File: config.mk
export PLATFORM = sky130hd
export DESIGN_NAME = aes_round_sequencer
export DESIGN_NICKNAME = d
export VERILOG_FILES = /design/src/rtl/aes_pkg.sv /design/src/rtl/aes_round_sequencer.sv
export SDC_FILE = /design/constraint.sdc
export NUM_CORES = 1
export LEC_CHECK = 0
export CAP_MARGIN = 20
export CORE_MARGIN = 4
export CORE_UTILIZATION = 40
export DETAILED_ROUTE_END_ITERATION = 8
export PLACE_DENSITY_LB_ADDON = 0.05
export SETUP_SLACK_MARGIN = 0.15
export SLEW_MARGIN = 20
export SYNTH_ARGS = -nofsm -noshare
export SYNTH_HDL_FRONTEND = slang
export SYNTH_SLANG_ARGS = --single-unit
File: constraint.sdc
create_clock -name clk -period 2.7 [get_ports clk]
set_input_delay 0.27 -clock clk [delete_from_list [all_inputs] [get_ports clk]]
set_output_delay 0.27 -clock clk [all_outputs]
set_load 0.01 [all_outputs]
File: src/rtl/aes_pkg.sv
// Shared AES constants: key schedule size, sequencer state encoding and the
// one-hot datapath command encoding.
package aes_pkg;

    localparam int unsigned AES_NR    = 10;
    localparam int unsigned RK_ADDR_W = 4;

    localparam logic [2:0] ST_IDLE  = 3'd0;
    localparam logic [2:0] ST_LOAD  = 3'd1;
    localparam logic [2:0] ST_ROUND = 3'd2;
    localparam logic [2:0] ST_FINAL = 3'd3;
    localparam logic [2:0] ST_HOLD  = 3'd4;

    // Bit order: {final, round, load}
    localparam logic [2:0] DP_NONE  = 3'b000;
    localparam logic [2:0] DP_LOAD  = 3'b001;
    localparam logic [2:0] DP_ROUND = 3'b010;
    localparam logic [2:0] DP_FINAL = 3'b100;

    function automatic logic [2:0] dp_cmd(input logic [2:0] state);
        case (state)
            ST_LOAD:  dp_cmd = DP_LOAD;
            ST_ROUND: dp_cmd = DP_ROUND;
            ST_FINAL: dp_cmd = DP_FINAL;
            default:  dp_cmd = DP_NONE;
        endcase
    endfunction

endpackage

File: src/rtl/aes_round_sequencer.sv
// AES encryption round sequencer: steps the round datapath through load, NR-1 full
// rounds and the final round, then holds the result under a valid/ready handshake.
module aes_round_sequencer
    import aes_pkg::*;
#(
    parameter int unsigned NR     = AES_NR,
    parameter int unsigned ADDR_W = RK_ADDR_W
) (
    input  logic              clk,
    input  logic              rst,
    input  logic              key_loaded,
    input  logic              abort,
    input  logic              in_valid,
    output logic              in_ready,
    output logic              out_valid,
    input  logic              out_ready,
    output logic [ADDR_W-1:0] rk_addr,
    output logic              dp_load,
    output logic              dp_round_en,
    output logic              dp_final,
    output logic              busy
);

    localparam logic [ADDR_W-1:0] RND_ONE  = ADDR_W'(1);
    localparam logic [ADDR_W-1:0] RND_LAST = ADDR_W'(NR - 1);
    localparam logic [ADDR_W-1:0] RND_MAX  = ADDR_W'(NR);

    logic [2:0]        state_q, state_d;
    logic [ADDR_W-1:0] rnd_q, rnd_d;
    logic [ADDR_W-1:0] rk_addr_q, rk_addr_d;
    logic [2:0]        cmd;
    logic              accept;

    // HOLD can hand off and accept in the same cycle, hence the out_ready term.
    assign in_ready = key_loaded & ~abort &
                      ((state_q == ST_IDLE) | ((state_q == ST_HOLD) & out_ready));
    assign accept   = in_valid & in_ready;

    // rk_addr is computed for the next state so it lines up with that state's strobe.
    always_comb begin
        state_d   = state_q;
        rnd_d     = rnd_q;
        rk_addr_d = rk_addr_q;
        if (abort) begin
            state_d   = ST_IDLE;
            rnd_d     = '0;
            rk_addr_d = '0;
        end else begin
            case (state_q)
                ST_IDLE: begin
                    if (accept) begin
                        state_d   = ST_LOAD;
                        rk_addr_d = '0;
                    end
                end
                ST_LOAD: begin
                    state_d   = ST_ROUND;
                    rnd_d     = RND_ONE;
                    rk_addr_d = RND_ONE;
                end
                ST_ROUND: begin
                    rnd_d = rnd_q + RND_ONE;
                    if (rnd_q == RND_LAST) begin
                        state_d   = ST_FINAL;
                        rk_addr_d = RND_MAX;
                    end else begin
                        rk_addr_d = rnd_q + RND_ONE;
                    end
                end
                ST_FINAL: begin
                    state_d = ST_HOLD;
                    rnd_d   = '0;
                end
                ST_HOLD: begin
                    if (out_ready) begin
                        state_d   = accept ? ST_LOAD : ST_IDLE;
                        rk_addr_d = '0;
                    end
                end
                default: begin
                    state_d   = ST_IDLE;
                    rnd_d     = '0;
                    rk_addr_d = '0;
                end
            endcase
        end
    end

    always_ff @(posedge clk or posedge rst) begin
        if (rst) begin
            state_q   <= ST_IDLE;
            rnd_q     <= '0;
            rk_addr_q <= '0;
        end else begin
            state_q   <= state_d;
            rnd_q     <= rnd_d;
            rk_addr_q <= rk_addr_d;
        end
    end

    assign cmd         = dp_cmd(state_q);
    assign dp_load     = cmd[0];
    assign dp_round_en = cmd[1];
    assign dp_final    = cmd[2];
    assign busy        = |cmd;
    assign out_valid   = (state_q == ST_HOLD);
    assign rk_addr     = rk_addr_q;

endmodule

==> reports/results.txt <==
The iteration-0 DRC count of the detailed router came out at 12. The total standard cell area after synthesis was 662 um2. Slew at the pin with the worst max-slew slack: 0.455 ns. After synthesis, the largest family of logic cells by area is simple AND/OR/NAND/NOR gates. The tools report the post-detailed-route DRC marker count as 0. Dividing total power by cell area gives a power density of 546 nW/um2. The die is 48.7 um tall.

The die covers 2370 um2. The number of buffers created by CTS is 3, and the total number of vias is 573. The run gives 0 as the count of final setup violators. The analysis attributes to cell leakage a power of 0.357 nW. The run gives 2.01 ns as the arrival time of data at the critical path endpoint.

The clock transition at the registers of the reported paths is 0.08 ns, and the overall routing resource usage is 14.2%. The starting density of the core is 42.9%, and the number of stages on the worst setup path is 3. For the count of final hold-check violations, the log shows 0.

The tree is rooted in a sky130_fd_sc_hd__clkbuf_4. The layout has 159 filler cells. The run gives 30 as the count of unique library cells instantiated by Yosys. The run gives 0 as the number of warnings issued by yosys. The number of buffers and inverters on the critical path is 1, and the final number of max-transition violations is 0. After layout, the minimum clock period comes to 2.28 ns. Entering global routing, the biggest net connects 15 pins. Summing the areas of all xor and xnor instances in the mapped netlist gives 2.65% of the synthesized area.

Post-synthesis mux area share: 1.51%. H-tree level count: 1. The routed design uses 79 um of met3 wire.

TritonCTS built the clock tree. Traced cell by cell, the critical path runs through or4b_4 > nor2_1 > clkdlybuf4s50_1. Top layer reached by signal wires: met4.

At the end of the flow the core is filled with cells to 55.1%. The number of nets in the synthesized netlist is 79. The number of gates given a new drive strength after cts came out at 0. The fraction of the mapped netlist area in adder cells works out to 3.78%. The worst endpoint required time is 2.43 ns. The sum of negative setup slack was 0 ns. In the layout the commonest cells are sky130_fd_sc_hd__clkdlybuf4s50_1 (15), sky130_fd_sc_hd__dfrtp_1 (11), sky130_fd_sc_hd__nor2_1 (8). The logs give 96 for the number of nets in the finished design and 0.97 ns for the setup slack of the worst register-to-register path. Total power for the finished layout comes to 464 uW. The kind of start point of the critical path is a flip-flop. The worst setup skew after layout was 0.00696 ns; the area share of and/or/nand/nor cells after synthesis was 31.4%. A synthesized cell averages 9.32 um2.

The antenna diode count came out at 0. The worst reg2reg path depth is 3, and the total of max-cap violations is 0. Setup repair after global routing left no endpoint under its margin. Buffers added to address setup during post-CTS repair amount to 0.

VDD sags by at most 0.000278 V. The library cell used most frequently in the layout, excluding fill and tap cells, is sky130_fd_sc_hd__clkdlybuf4s50_1. The clock passes through at most 2 buffers. The kind of cell with the highest combined delay along the critical path is simple AND/OR/NAND/NOR gates. The tools report the HPWL after detailed placement as 1.01 mm. The number of global-route vias before repair was 599; the area of the core was 1540 um2. The synthesized design contains 11 register bits. Counting flops with an async set or reset pin after synthesis yields a share of 100%. The number of placement rows is 14, and the antenna violation net count after detailed routing is 0. The critical path capture point type was an output port. Worst min-delay path category: primary input to async pin.

The tree built by TritonCTS fans out to 11 sinks. The total wirelength of the detailed-routed design was 1.52 mm. The critical path is of the flip-flop to output port type. After global routing the overflow that remains totals 0. The area growth from synthesis to layout came out at 28.4%. For the synthesized netlist cell count, the log shows 71.

The number of flops mapped to enable cells by yosys works out to 0. The congestion estimate from routability-driven global placement came to 0.724. The portion of the clock cycle consumed by the worst path in the final layout was 84.4%. Most instantiated flip-flop cell in the synthesis netlist: sky130_fd_sc_hd__dfrtp_1. The first global-routing pass estimated 2.66 mm of wire. For the number of antenna violations at the first check in global routing, the log shows 0. Slowest cell on the critical path: sky130_fd_sc_hd__or4b_4. Hold repair after CTS inserted 0 buffers. The total routed wire length on the met1 layer is 708 um, and the detailed-routing iteration count for the pre-antenna-repair pass is 4. For the worst-skew pair, the clock arrives at the later sink with an insertion delay of 0.28 ns.

Summing the areas of all compound-gate instances in the mapped netlist gives 14.4% of the synthesized area. Worst-path maximum fanout: 12. In the final routed layout, each cell accounts on average for 14.7 um. Dividing the detail-routed via count by the number of cells gives 5.56.

Timing would allow up to 439 MHz. After detailed routing, the met2 layer carries 706 um of wire. The count of buffers added on input and output ports is 15. The worst pin sits at a relative slew slack of 69.5%. The flow ran to the end, and the final reports show no timing, DRC or antenna violations. The highest cell delay on the worst timing path is 0.59 ns, and the count of pins on the block boundary is 16. Of the cells placed in the final design, the portion with a size suffix greater than 1 is 6.90%.

The floorplan step set the die width to 48.7 um. The tools report the portion of the post-synthesis area used by sequential elements as 41.6%.
-- logic make-up (layout without fill, tap and decap cells) --
group / Yosys count / after routing
fa+ha+maj: 2 / 2
mux: 1 / 1
flops: 11 / 11
xor+xnor: 2 / 2
simple gates: 33 / 33
compound gates: 14 / 14
buf+inv: 8 / 24
-- power breakdown --
group          internal (mW)  total [mW]  switching, mW
clock                 0.0573       0.122         0.0646
combinational         0.0724       0.137         0.0649
sequential             0.179       0.204         0.0258
-- worst paths after layout --
path	start	endpoint
max	state_q[1]	in_ready
min	rst	rk_addr[2]
max reg2reg	state_q[1]	state_q[0]
min reg2reg	rk_addr[1]	rk_addr[1]
max in group asynchronous	rst	rnd_q[3]
min in group clk	rk_addr[1]	rk_addr[1]
-- cell type report --
| class | instances | area (um2) | area share [%] |
|---|---|---|---|
| clock buffers | 4 | 26.3 | 3.09 |
| flip-flops and latches | 11 | 275 | 32.4 |
| inverters | 4 | 15.0 | 1.77 |
| repair buffers | 16 | 158 | 18.6 |
| well taps | 16 | 20.0 | 2.36 |
| multi-input cells | 52 | 355 | 41.8 |
-- worst register-to-register path: stages (launching register included) --
cell and delay [ns]:
sky130_fd_sc_hd__dfrtp_1 0.51, sky130_fd_sc_hd__or4b_4 0.59, sky130_fd_sc_hd__o32a_1 0.30, sky130_fd_sc_hd__nor4_2 0.24
-- through the flow --
| stage | std cells | area [um2] | hold WS (ns) | worst slack [ns] |
|---|---|---|---|---|
| 2_1_floorplan | 71 | 662 | 0.122 | 1.20 |
| 5_1_grt | 103 | 850 | 0.331 | 0.338 |
| 4_1_cts | 103 | 850 | 0.310 | 0.419 |
| 6_report | 103 | 850 | 0.292 | 0.421 |
| 3_3_place_gp | 99 | 823 | 0.524 | 0.600 |
| 3_5_place_dp | 99 | 823 | 0.532 | 0.593 |
-- synthesized netlist by cell type (2+ instances only) --
| master | number | area, um2 |
|---|---|---|
| sky130_fd_sc_hd__dfrtp_1 | 11 | 275 |
| sky130_fd_sc_hd__nor2_1 | 8 | 30.0 |
| sky130_fd_sc_hd__a21oi_1 | 4 | 20.0 |
| sky130_fd_sc_hd__inv_1 | 4 | 15.0 |
| sky130_fd_sc_hd__nand2b_1 | 4 | 25.0 |
| sky130_fd_sc_hd__nand3b_1 | 4 | 30.0 |
| sky130_fd_sc_hd__nor2b_1 | 4 | 25.0 |
| sky130_fd_sc_hd__clkbuf_1 | 3 | 11.3 |
| sky130_fd_sc_hd__nor3b_1 | 3 | 22.5 |
| sky130_fd_sc_hd__ha_1 | 2 | 25.0 |
| sky130_fd_sc_hd__nand2_1 | 2 | 7.51 |
| sky130_fd_sc_hd__o21ai_1 | 2 | 10.0 |
| sky130_fd_sc_hd__o32ai_1 | 2 | 17.5 |
| sky130_fd_sc_hd__xor2_1 | 2 | 17.5 |
-- registers in the layout (all words and copies together) (netlist names) --
signal   flops
rnd_q        4
rk_addr      4
state_q      3
-- metal layers --
| metal | vias up | GRT usage [%] |
|---|---|---|
| met2 | 17 | 20.7 |
| li1 | 280 | - |
| met5 | - | 0 |
| met3 | 2 | 3.68 |
| met4 | 0 | 8.07 |
| met1 | 274 | 18.8 |
Power figures use the tool's default switching activity.
